==> src/rtl/aes_ctrl_if.sv <==
// Request/response bundle between a requester and the AES controller.
// Latency: none, wires only.
// Backpressure: in_valid/in_ready on the request side, out_valid/out_ready on the result side.
interface aes_ctrl_if;
    logic         in_valid;
    logic         in_ready;
    logic [127:0] pt;
    logic [127:0] key;
    logic         out_valid;
    logic         out_ready;
    logic [127:0] ct;

    // Requester side: issues plaintext/key, consumes ciphertext.
    modport master (
        output in_valid, pt, key, out_ready,
        input  in_ready, out_valid, ct
    );

    // Controller side.
    modport slave (
        input  in_valid, pt, key, out_ready,
        output in_ready, out_valid, ct
    );
endinterface

==> src/rtl/aes_ctrl.sv <==
// AES core sequencer: loads pt/key as 32-bit words, waits for core_done, reads 4 ct words back.
// Latency: 9 load + W wait + 1 read request + 1 gap + 4 read cycles from accept to out_valid.
// Backpressure: one request in flight; in_ready only in IDLE, result held until out_ready. Option: AES_CTRL_TIMEOUT_EN.
module aes_ctrl #(
    parameter int TIMEOUT_CYCLES = 255
) (
    input  logic        clk,
    input  logic        reset_n,
    aes_ctrl_if.slave   bus,
    output logic        busy,
    output logic        err,
    output logic        core_start_n,
    output logic        core_start_read_n,
    output logic [31:0] core_dword_in,
    input  logic [31:0] core_dword_out,
    input  logic        core_done
);

    typedef enum logic [2:0] {IDLE, LOAD, WAIT, RDREQ, GAP, READ, OUT} state_t;

    state_t       state;
    state_t       nstate;
    logic [3:0]   idx;        // load word index L0..L8
    logic [1:0]   ridx;       // read word index
    logic [127:0] pt_q;
    logic [127:0] key_q;
    logic [127:0] ct_q;
    logic         armed;      // holds in_ready low until the first clock out of reset
    logic         tmo_hit;
    logic [31:0]  load_word;
    logic         accept;

    assign accept        = bus.in_valid && bus.in_ready;
    assign bus.in_ready  = (state == IDLE) && armed;
    assign bus.out_valid = (state == OUT);
    assign bus.ct        = ct_q;
    assign busy          = (state != IDLE);

`ifdef AES_CTRL_TIMEOUT_EN
    localparam int TCW = ($clog2(TIMEOUT_CYCLES + 1) > 8) ? $clog2(TIMEOUT_CYCLES + 1) : 8;
    localparam logic [TCW-1:0] TMO_LAST = TCW'(TIMEOUT_CYCLES - 1);

    logic [TCW-1:0] tmo_cnt;
    logic           err_q;

    // Count consecutive WAIT cycles; a timeout abort is flagged for one cycle.
    always_ff @(posedge clk or negedge reset_n) begin
        if (!reset_n) begin
            tmo_cnt <= '0;
            err_q   <= 1'b0;
        end else begin
            tmo_cnt <= (state == WAIT) ? tmo_cnt + 1'b1 : '0;
            err_q   <= tmo_hit;
        end
    end

    assign err = err_q;
`else
    logic unused_tmo;
    assign unused_tmo = (TIMEOUT_CYCLES != 0);
    assign err        = 1'b0;
`endif

    // Word presented to the core at each load index; pt word 0 is repeated across the start strobe.
    always_comb begin
        load_word = 32'h0;
        case (idx)
            4'd0, 4'd1: load_word = pt_q[127:96];
            4'd2:       load_word = pt_q[95:64];
            4'd3:       load_word = pt_q[63:32];
            4'd4:       load_word = pt_q[31:0];
            4'd5:       load_word = key_q[127:96];
            4'd6:       load_word = key_q[95:64];
            4'd7:       load_word = key_q[63:32];
            4'd8:       load_word = key_q[31:0];
            default:    load_word = 32'h0;
        endcase
    end

    // State register; reset lands in IDLE from anywhere.
    always_ff @(posedge clk or negedge reset_n) begin
        if (!reset_n) state <= IDLE;
        else          state <= nstate;
    end

    // Next state and core strobes; strobes idle high and only one is ever asserted.
    always_comb begin
        nstate            = state;
        core_start_n      = 1'b1;
        core_start_read_n = 1'b1;
        core_dword_in     = 32'h0;
        tmo_hit           = 1'b0;
        case (state)
            IDLE: if (accept) nstate = LOAD;
            LOAD: begin
                core_start_n  = (idx != 4'd0);
                core_dword_in = load_word;
                if (idx == 4'd8) nstate = WAIT;
            end
            WAIT: begin
                if (core_done) begin
                    nstate = RDREQ;
                end
`ifdef AES_CTRL_TIMEOUT_EN
                else if (tmo_cnt == TMO_LAST) begin
                    nstate  = IDLE;
                    tmo_hit = 1'b1;
                end
`endif
            end
            RDREQ: begin
                core_start_read_n = 1'b0;
                nstate            = GAP;
            end
            GAP:  nstate = READ;
            READ: if (ridx == 2'd3) nstate = OUT;
            OUT:  if (bus.out_ready) nstate = IDLE;
            default: nstate = IDLE;
        endcase
    end

    // Request capture, word indices and ciphertext assembly.
    always_ff @(posedge clk or negedge reset_n) begin
        if (!reset_n) begin
            armed <= 1'b0;
            pt_q  <= '0;
            key_q <= '0;
            ct_q  <= '0;
            idx   <= '0;
            ridx  <= '0;
        end else begin
            armed <= 1'b1;
            if (accept) begin
                pt_q  <= bus.pt;
                key_q <= bus.key;
            end
            idx  <= (state == LOAD) ? idx + 4'd1 : 4'd0;
            ridx <= (state == READ) ? ridx + 2'd1 : 2'd0;
            if (state == READ) begin
                case (ridx)
                    2'd0: ct_q[127:96] <= core_dword_out;
                    2'd1: ct_q[95:64]  <= core_dword_out;
                    2'd2: ct_q[63:32]  <= core_dword_out;
                    2'd3: ct_q[31:0]   <= core_dword_out;
                    default: ;
                endcase
            end
        end
    end

endmodule

==> src/flat_wrapper.sv <==
// flat-port wrapper written by rule: the top's interface ports become plain ports
module aes_ctrl_flat 
#(
    parameter int TIMEOUT_CYCLES = 255
)
  (clk, reset_n, busy, err, core_start_n, core_start_read_n, core_dword_in, core_dword_out, core_done, bus_in_valid, bus_pt, bus_key, bus_out_ready, bus_in_ready, bus_out_valid, bus_ct);
  aes_ctrl_if bus_i ();
  input  logic clk;
  input  logic reset_n;
  output logic busy;
  output logic err;
  output logic core_start_n;
  output logic core_start_read_n;
  output logic [31:0] core_dword_in;
  input  logic [31:0] core_dword_out;
  input  logic core_done;
  input wire logic [$bits(bus_i.in_valid)-1:0] bus_in_valid;
  input wire logic [$bits(bus_i.pt)-1:0] bus_pt;
  input wire logic [$bits(bus_i.key)-1:0] bus_key;
  input wire logic [$bits(bus_i.out_ready)-1:0] bus_out_ready;
  output wire logic [$bits(bus_i.in_ready)-1:0] bus_in_ready;
  output wire logic [$bits(bus_i.out_valid)-1:0] bus_out_valid;
  output wire logic [$bits(bus_i.ct)-1:0] bus_ct;
  assign bus_i.in_valid = bus_in_valid;
  assign bus_i.pt = bus_pt;
  assign bus_i.key = bus_key;
  assign bus_i.out_ready = bus_out_ready;
  assign bus_in_ready = bus_i.in_ready;
  assign bus_out_valid = bus_i.out_valid;
  assign bus_ct = bus_i.ct;
  aes_ctrl #(.TIMEOUT_CYCLES(TIMEOUT_CYCLES)) u_core (.clk(clk), .reset_n(reset_n), .bus(bus_i), .busy(busy), .err(err), .core_start_n(core_start_n), .core_start_read_n(core_start_read_n), .core_dword_in(core_dword_in), .core_dword_out(core_dword_out), .core_done(core_done));
endmodule
==> config.mk <==
export PLATFORM = sky130hd
export DESIGN_NAME = aes_ctrl_flat
export DESIGN_NICKNAME = d
export VERILOG_FILES = /design/src/rtl/aes_ctrl_if.sv /design/src/rtl/aes_ctrl.sv /design/src/flat_wrapper.sv
export SDC_FILE = /design/constraint.sdc
export NUM_CORES = 1
export LEC_CHECK = 0
export CORE_MARGIN = 2
export CORE_UTILIZATION = 53
export CTS_BUF_LIST = sky130_fd_sc_hd__clkbuf_8 sky130_fd_sc_hd__clkbuf_16
export DETAILED_ROUTE_END_ITERATION = 7
export PLACE_DENSITY = 0.94
export SLEW_MARGIN = 0
export SYNTH_ARGS = -nofsm -noshare
export SYNTH_HDL_FRONTEND = slang
export SYNTH_SLANG_ARGS = --single-unit
==> constraint.sdc <==
create_clock -name clk -period 3.9 [get_ports clk]
set_input_delay 0.39 -clock clk [delete_from_list [all_inputs] [get_ports clk]]
set_output_delay 0.39 -clock clk [all_outputs]
set_load 0.01 [all_outputs]
==> results.yml, run 1 <==
placement:
  gp_congestion: 0.888
  dp.cells: 1928
  dp_hpwl_mm: 34.6
  port_buffers: 457
clock_network:
  root_buffer: "clkbuf_16"
  cts_sinks: 394
  ctsHoldBuffers: 1
  insertion_delay_ns: 0.52
  cts_made_buffers: 42
  clk_pin_slew_worst_paths_ns: 0.07
  post_cts_resized: 0
  ctsHtreeMaxLevel: 2
  cts.path.max_buffers: 3
  cts_tree: "built"
  post_cts_buffers: 0
synth:
  yosysWarnings: 0
  yosysMostFrequentCell: "dfrtp_1"
  syn_nets: 1386
  synth-seq-area-share_pct: 56.1
  ys_ff_latch: 394
  ys_types: 40
  synthCells: 1085
  synth_edf_count: 0
  synthArstFlopShare_pct: 100
  syn_area_um2: 17600
  synth_top_area_share_pct: 56.1
  yosys.area.top_type: "dfrtp_1"
  synth_area_leaders: "dfrtp_1 56%, mux2_4 20%, mux2_2 9.2%"
  synth.avg_cell_area_um2: 16.2
  synth_common_cells: "394 x dfrtp_1, 240 x mux2_4, 144 x mux2_2, 128 x a22oi_1, 32 x a41oi_1"
  synthFlopType: "dfrtp_1"
global_route:
  use_met2_pct: 49.2
  grt_pass1_wl_mm: 75.9
  grt_busiest_layer: "met2"
  grt_pass1_vias: 12900
  grt_max_degree: 118
  grt_overflow_total: 0
  grt.met3_usage_pct: 4.93
  antenna_found_initial: 11
  use_met1_pct: 35.1
  track_usage_pct: 29.0
timing:
  setup_tns_ns: 0
  fin_crit_sh_pct: 95.3
  worst_hold_slack_ns: 0.471
  fin_crit_ns: 3.72
  rsz0062_at_grt: "no"
  hold_viol: 0
  finClkSkew_ns: 0.0168
  setup_viol_count_final: 0
  tightest_slew_ns: 0.954
  max_slew_margin_pct: 36.2
  max_freq_ghz: 0.269
  maxSlewViolCount: 0
layout:
  fin_cells: 2017
  fin_util_pct: 72.7
  nNetsFinal: 1832
  drive_above_1_share_pct: 31.4
  area_growth_pct: 34.8
power_and_ir_drop:
  leakage_nw: 10.0
  p_per_area_nw_per_um2: 757
  total_power_mw: 17.9
  ir_drop_uv: 389
worst_setup_path:
  crit_fanout: 29
  end_kind: "primary output"
  crit_chain: "inv_1, ha_1, and2_2, buf_4, a22oi_1, a41oi_1, clkdlybuf4s50_1"
  crit_type: "reg2out"
  cpPeakStageDelay_ns: 0.75
  critPathLaunchType: "register"
  worstPathArrival_ns: 3.33
  required_ns: 3.51
  cpMaxStageDelayCell: "and2_2"
routing:
  drt-initial-drc-count: 794
  drt_pre_antenna_iters: 5
  drc: 0
  num_vias: 11800
  routed_via_density: 5.86
  wire_per_inst_um: 25.4
  ant_nets: 0
  wirelength_mm: 51.3
die:
  io_pins: 459
  core_um2: 32600
  die_x_um: 186
  die_h_um: 186
  start_util_pct: 53.9
  num_rows: 66
  die_area_um2: 34700
status:
  status: "finished, final reports clean"
hold_path:
  hold_path.class: "in2reg"
job:
  drv_cap: 0
## flip-flops by register name, summed over array words and instances (netlist names)
| register | flops |
|---|---|
| u_core.bus.ct | 128 |
| u_core.idx | 4 |
| u_core.pt_q | 128 |
| u_core.ridx | 2 |
| u_core.key_q | 128 |
| u_core.armed | 1 |
| u_core.state | 3 |
## cell type report
class                      count  area [um2]
sequential                   394        9860
fill                        1903        8910
multi-input combinational    607        6930
timing repair buffer         480        4820
clock buffer                  56        1280
tap                          442         553
clock inverter                19         219
antenna                       13        32.5
inverter                       6        22.5
## placed cells by master, fill, tap and decap left out, types with 2 or more instances in the layout
cell and count:
clkdlybuf4s50_1 456, dfrtp_1 394, mux2_4 240, mux2_2 144, a22oi_1 128, clkbuf_16 45, a41oi_1 32, buf_4 17
diode_2 13, inv_1 13, clkbuf_8 11, nor2_1 8, ha_1 8, and2_2 5, nand2_1 5, clkinv_2 5
bufinv_16 5, buf_12 5, and2_1 4, a21oi_1 4, nand2_2 4, and3_1 2, nand3_1 2, conb_1 2
## worst max-delay path: cells and delay by family (launching register included)
family	cells	cell delay [ns]
buffers and inverters	3	0.98
AND/OR/NAND/NOR	1	0.75
flip-flops	1	0.43
AO/OA/AOI/OAI	2	0.37
adder cells (fa/ha/maj)	1	0.28
## logic make-up after synthesis
| family | Yosys count | synth area share, % |
|---|---|---|
| buffers and inverters | 84 | 4.64 |
| adder cells (fa/ha/maj) | 8 | 0.569 |
| AO/OA/AOI/OAI | 170 | 7.43 |
| AND/OR/NAND/NOR | 40 | 1.39 |
| flip-flops | 394 | 56.1 |
| XOR/XNOR | 2 | 0.0996 |
| other | 2 | 0.0427 |
| multiplexers | 385 | 29.8 |
## stage by stage
stage / setup WS (ns) / area (um2)
5_1_grt: 0.0372 / 23700
3_5_place_dp: 0.809 / 22200
6_report: 0.184 / 23700
2_1_floorplan: 1.83 / 17600
3_3_place_gp: 0.869 / 22200
4_1_cts: 0.215 / 23700
## metal layers
metal | vias to the layer above | part of all wire [%] | wire length, um
met1 | 6060 | 38 | 19400
li1 | 4932 | - | -
met4 | 0 | 5.3 | 2710
met3 | 170 | 6.4 | 3280
met5 | - | 0 | 0
met2 | 657 | 51 | 25900
## power breakdown
group	switching [mW]	leakage, nW	total, mW	internal [mW]
clock network	1.64	0.770	4.27	2.62
registers	1.34	4.66	7.32	5.98
logic	2.31	4.58	6.36	4.05
## final timing paths
kind / start / end / slack (ns) / cells past startpoint
worst max-delay path: u_core.idx[0] / core_dword_in[0] / 0.18 / 7
worst min register to register: u_core.bus.ct[64] / u_core.bus.ct[64] / 0.50 / 1
worst max register to register: u_core.state[2] / u_core.key_q[26] / 1.32 / 4
max in group asynchronous: reset_n / u_core.key_q[43] / 2.25 / 3
min in group asynchronous: reset_n / u_core.key_q[37] / 0.56 / 2
worst min-delay path: bus_pt[88] / u_core.pt_q[88] / 0.47 / 2
Power figures use the tool's default switching activity.
==> inputs of run 2 (changes only) <==
--- a/config.mk
+++ b/config.mk
@@ -5,7 +5,7 @@
 export SDC_FILE = /design/constraint.sdc
 export NUM_CORES = 1
 export LEC_CHECK = 0
-export CORE_MARGIN = 2
+export CORE_MARGIN = 5
 export CORE_UTILIZATION = 53
 export CTS_BUF_LIST = sky130_fd_sc_hd__clkbuf_8 sky130_fd_sc_hd__clkbuf_16
 export DETAILED_ROUTE_END_ITERATION = 7
==> results.yml, run 2 (synthesis gave the netlist of run 1 again) <==
routing:
  wire_per_inst_um: 26.0
  ant_nets: 0
  wirelength_mm: 52.6
  num_vias: 11800
  drc: 0
  routed_via_density: 5.84
  drt-initial-drc-count: 778
  drt_pre_antenna_iters: 5
placement:
  gp_congestion: 0.905
  port_buffers: 457
  dp_hpwl_mm: 35.9
die:
  core_um2: 32600
  die_h_um: 192
  start_util_pct: 53.9
  die_x_um: 192
  die_area_um2: 36900
  num_rows: 66
  io_pins: 459
layout:
  final_common_cell: "clkdlybuf4s50_1"
  final_cell_mix: "456 x clkdlybuf4s50_1, 394 x dfrtp_1, 240 x mux2_4, 144 x mux2_2, 128 x a22oi_1"
  fin_util_pct: 72.4
  multi_input_comb_area_um2: 6930
  seq_area_um2: 9860
  fillerInstances: 1915
  drive_above_1_share_pct: 31.1
  area_growth_pct: 34.3
  nNetsFinal: 1834
hold_path:
  hold_path.class: "in2reg"
power_and_ir_drop:
  leakage_nw: 9.98
  total_power_mw: 17.6
  ir_drop_uv: 399
  p_per_area_nw_per_um2: 745
timing:
  setup_tns_ns: 0
  max_freq_ghz: 0.262
  finClkSkew_ns: 0.0184
  fin_crit_sh_pct: 98.0
  max_slew_margin_pct: 35.7
  tightest_slew_ns: 0.961
  setup_viol_count_final: 0
  maxSlewViolCount: 0
  rsz0062_at_grt: "no"
  hold_viol: 0
  fin_crit_ns: 3.82
global_route:
  track_usage_pct: 27.7
  grt_pass1_wl_mm: 78.1
  grt_max_degree: 114
  grt_pass1_vias: 13000
  grt_overflow_total: 0
  antenna_found_initial: 12
worst_setup_path:
  cpMaxStageDelayCell: "and3b_2"
  critPathLaunchType: "register"
  crit_chain: "inv_1, ha_1, and3b_2, buf_4, a22oi_1, a41oi_1, clkdlybuf4s50_1"
  cpPeakStageDelay_ns: 0.78
  r2r_slack_ns: 1.38
  crit_fanout: 28
  crit_type: "reg2out"
  required_ns: 3.51
  end_kind: "primary output"
  worstPathArrival_ns: 3.43
clock_network:
  insertion_delay_ns: 0.52
  clk_pin_slew_worst_paths_ns: 0.06
  post_cts_buffers: 0
  cts_sinks: 394
  root_buffer: "clkbuf_16"
  cts.path.max_buffers: 3
  cts_made_buffers: 42
  cts_tree: "built"
  ctsHtreeMaxLevel: 2
status:
  status: "finished, final reports clean"
job:
  drv_cap: 0
## run 2: metrics by stage
stage | area [um2] | setup slack [ns] | instances | hold slack, ns
after floorplan | 17600 | 1.83 | 1085 | 0.0944
after global placement | 22200 | 0.840 | 1930 | 0.488
after detailed placement | 22200 | 0.701 | 1930 | 0.492
after CTS | 23600 | 0.0897 | 2008 | 0.439
after global routing | 23600 | 0.00489 | 2020 | 0.453
final | 23600 | 0.0767 | 2021 | 0.467
## run 2: cell type report
type                    instances  area share, %
clock buffers                  54           5.15
well taps                     442           2.34
clock inverters                23          0.509
diodes                         13          0.138
inverters                       6         0.0954
repair buffers                482           20.7
multi-input cells             607           29.3
flip-flops and latches        394           41.8
## run 2: power by group
group	switching, mW	total [mW]	internal [mW]
Combinational	2.37	6.45	4.07
Clock	1.63	3.83	2.20
Sequential	1.34	7.32	5.98
Total	5.35	17.6	12.3
## run 2: critical path: cells and delay by family, from the launching register on
kind / cells / cell delay [ns]
buffers and inverters: 3 / 0.99
AND/OR/NAND/NOR: 1 / 0.78
AO/OA/AOI/OAI: 2 / 0.39
adder cells (fa/ha/maj): 1 / 0.29
flip-flops: 1 / 0.43
## run 2: what timing repair did
action                                 CTS  global route
endpoints found under the hold margin   65             0
hold buffers                             1             0
resized for setup                        0             0
## run 2: layer usage
layer	global-route usage, %	wire [um]	vias to the layer above
met5	0	0	-
met4	13.8	2470	0
met3	4.76	3450	154
met2	47.5	27100	687
met1	33.8	19700	6030
li1	-	-	4931
## run 2: worst paths after layout
kind	to	cells past startpoint	startpoint
setup / recovery	core_dword_in[16]	7	u_core.idx[0]
hold / removal	u_core.key_q[14]	2	bus_key[14]
setup reg to reg	u_core.key_q[75]	4	u_core.state[2]
hold reg to reg	u_core.bus.ct[19]	1	u_core.bus.ct[19]
max in group asynchronous	u_core.key_q[117]	3	reset_n
min in group asynchronous	u_core.key_q[72]	2	reset_n
==> RTL change (flow settings as in run 2) <==
One comparison of `idx` changes from == to >=.
--- a/src/rtl/aes_ctrl.sv
+++ b/src/rtl/aes_ctrl.sv
@@ -97,3 +97,3 @@
                 core_dword_in = load_word;
-                if (idx == 4'd8) nstate = WAIT;
+                if (idx >= 4'd8) nstate = WAIT;
             end
Behaviour: same outputs for any inputs over 4 cycles, from zero or initial values and one cycle with reset_n low; that may be too few to reach the edited logic, so the function may still have changed.
==> RTL change against run 2 <==
- critical path depth unchanged
- total power grew 7.2%
- setup slack improved by 0.094 ns
- worst hold slack improved by 0.012 ns
- clock skew up 0.0014 ns
- cell area is 0.42% higher
- routed wire length grew 2.6%
- critical path type unchanged
- synthesized area increased by 0.18%
- sequential power up 3%
- sequential cell count unchanged
==> RTL change: results (changes against run 2) <==
| Quantity | Reported | Change |
|---|---|---|
| Run status | completed |  |
| Setup clock skew after layout | 0.0197 ns | +0.00136 ns |
| Post-DR wirelength/cell | 26.7 um | +2.6% |
| Initial antenna violation count | 15 | +3 |
| Last element of the critical path | core_dword_in[28] |  |
| Peak supply drop | 405 uV | +1.7% |
| Endpoint arrival time on the critical path | 3.34 ns | -0.09 ns |
| Top area cells in the synthesized netlist | dfrtp_1 56%, mux2_4 20%, mux2_2 9.2% |  |
| Switching power share of the total | 0.311 | +0.00670 |
| Total global-route track usage | 0.283 | +0.00579 |
| Initial drt markers | 793 | +1.9% |
| Relative max-transition margin | 0.358 | +0.000939 |
| Grt met2 use | 0.473 | -0.00244 |
| Leak Pwr | 10.1 nW | +1.2% |
| Share of cells above drive strength 1 | 0.312 | +0.00148 |
| Met3 demand-to-capacity share in global routing | 0.0550 | +0.00737 |
| Half-perimeter wire length after placement | 37200 um | +3.9% |
| First-pass DRT Iterations | 7 | +2 |
| Number of vias per cell after detailed routing | 5.85 | +0.18% |
| Sequential area share after synthesis | 0.560 | -0.000995 |
| Via count of the first global-routing pass | 13161 | +1.6% |
| Wire length of the first global-routing pass | 79600 um | +1.8% |
| Number of cell instances on the worst register-to-register path | 5 | +1 |
| Total nets after synthesis | 1384 | -0.14% |
| Net count reported at finish | 1837 | +0.16% |
| Critical path peak fanout | 27 | -3.6% |
| Routability Congestion | 0.886 | -2.0% |
-- RTL change: metrics by stage --
step,instances,setup slack [ns],cell area [um2]
2_1_floorplan,1083,1.83,17600
3_3_place_gp,1933,0.861,22300
3_5_place_dp,1933,0.713,22300
4_1_cts,2007,0.108,23700
5_1_grt,2021,0.0664,23700
6_report,2022,0.170,23700
-- RTL change: power by group through the flow --
| stage | Combinational [mW] | Clock, mW | Sequential [mW] |
|---|---|---|---|
| after floorplan | 3.79 | 0 | 7.33 |
| after detailed placement | 7.25 | 0 | 7.45 |
| final | 7.33 | 4.02 | 7.52 |
| after global routing | 7.67 | 4.24 | 7.69 |
| after CTS | 7.36 | 4.07 | 7.46 |
| after global placement | 6.99 | 0 | 7.31 |
-- RTL change: repair_timing --
item,4_1_cts,5_1_grt
resized for setup,0,1
setup endpoints to repair,0,2
hold endpoints to repair,12,0
hold buffers,1,0
-- RTL change: worst max-delay path, stage by stage, from the launching register on --
cell	delay, ns
dfrtp_1	0.43
inv_1	0.12
ha_1	0.19
and2_2	0.72
buf_4	0.29
a22oi_1	0.10
a41oi_1	0.33
clkdlybuf4s50_1	0.60
-- RTL change: routing by layer --
metal	vias up	share of wire
li1	4933	-
met1	6106	0.38
met2	624	0.50
met3	164	0.066
met4	2	0.048
met5	-	0.00037
-- RTL change: how the worst min path moves through the flow --
stage | startpoint | to | slack (ns) | cells past startpoint
6_report | bus_pt[1] | u_core.pt_q[1] | 0.48 | 2
5_1_grt | bus_pt[67] | u_core.pt_q[67] | 0.46 | 2
4_1_cts | bus_key[127] | u_core.key_q[127] | 0.46 | 2
3_5_place_dp | u_core.bus.ct[29] | u_core.bus.ct[29] | 0.49 | 1
3_3_place_gp | u_core.bus.ct[10] | u_core.bus.ct[10] | 0.49 | 1
2_1_floorplan | reset_n | u_core.armed | 0.09 | 0
-- RTL change: kinds of logic (layout without fill, tap and decap cells) --
group,after synthesis,after routing,share of synthesized area
flops,394,394,0.560
mux,385,385,0.297
compound gates,169,169,0.0737
buf+inv,85,567,0.0495
simple gates,38,38,0.0130
fa+ha+maj,8,8,0.00568
other cells,2,17,0.000426
xor+xnor,2,2,0.000994
-- RTL change: cell type report --
type / count / area (um2)
flip-flops and latches: 394 / 9860
fillers: 1973 / 8990
multi-input cells: 604 / 6910
repair buffers: 487 / 4940
clock buffers: 47 / 1130
well taps: 442 / 553
clock inverters: 26 / 250
diodes: 15 / 37.5
inverters: 7 / 26.3
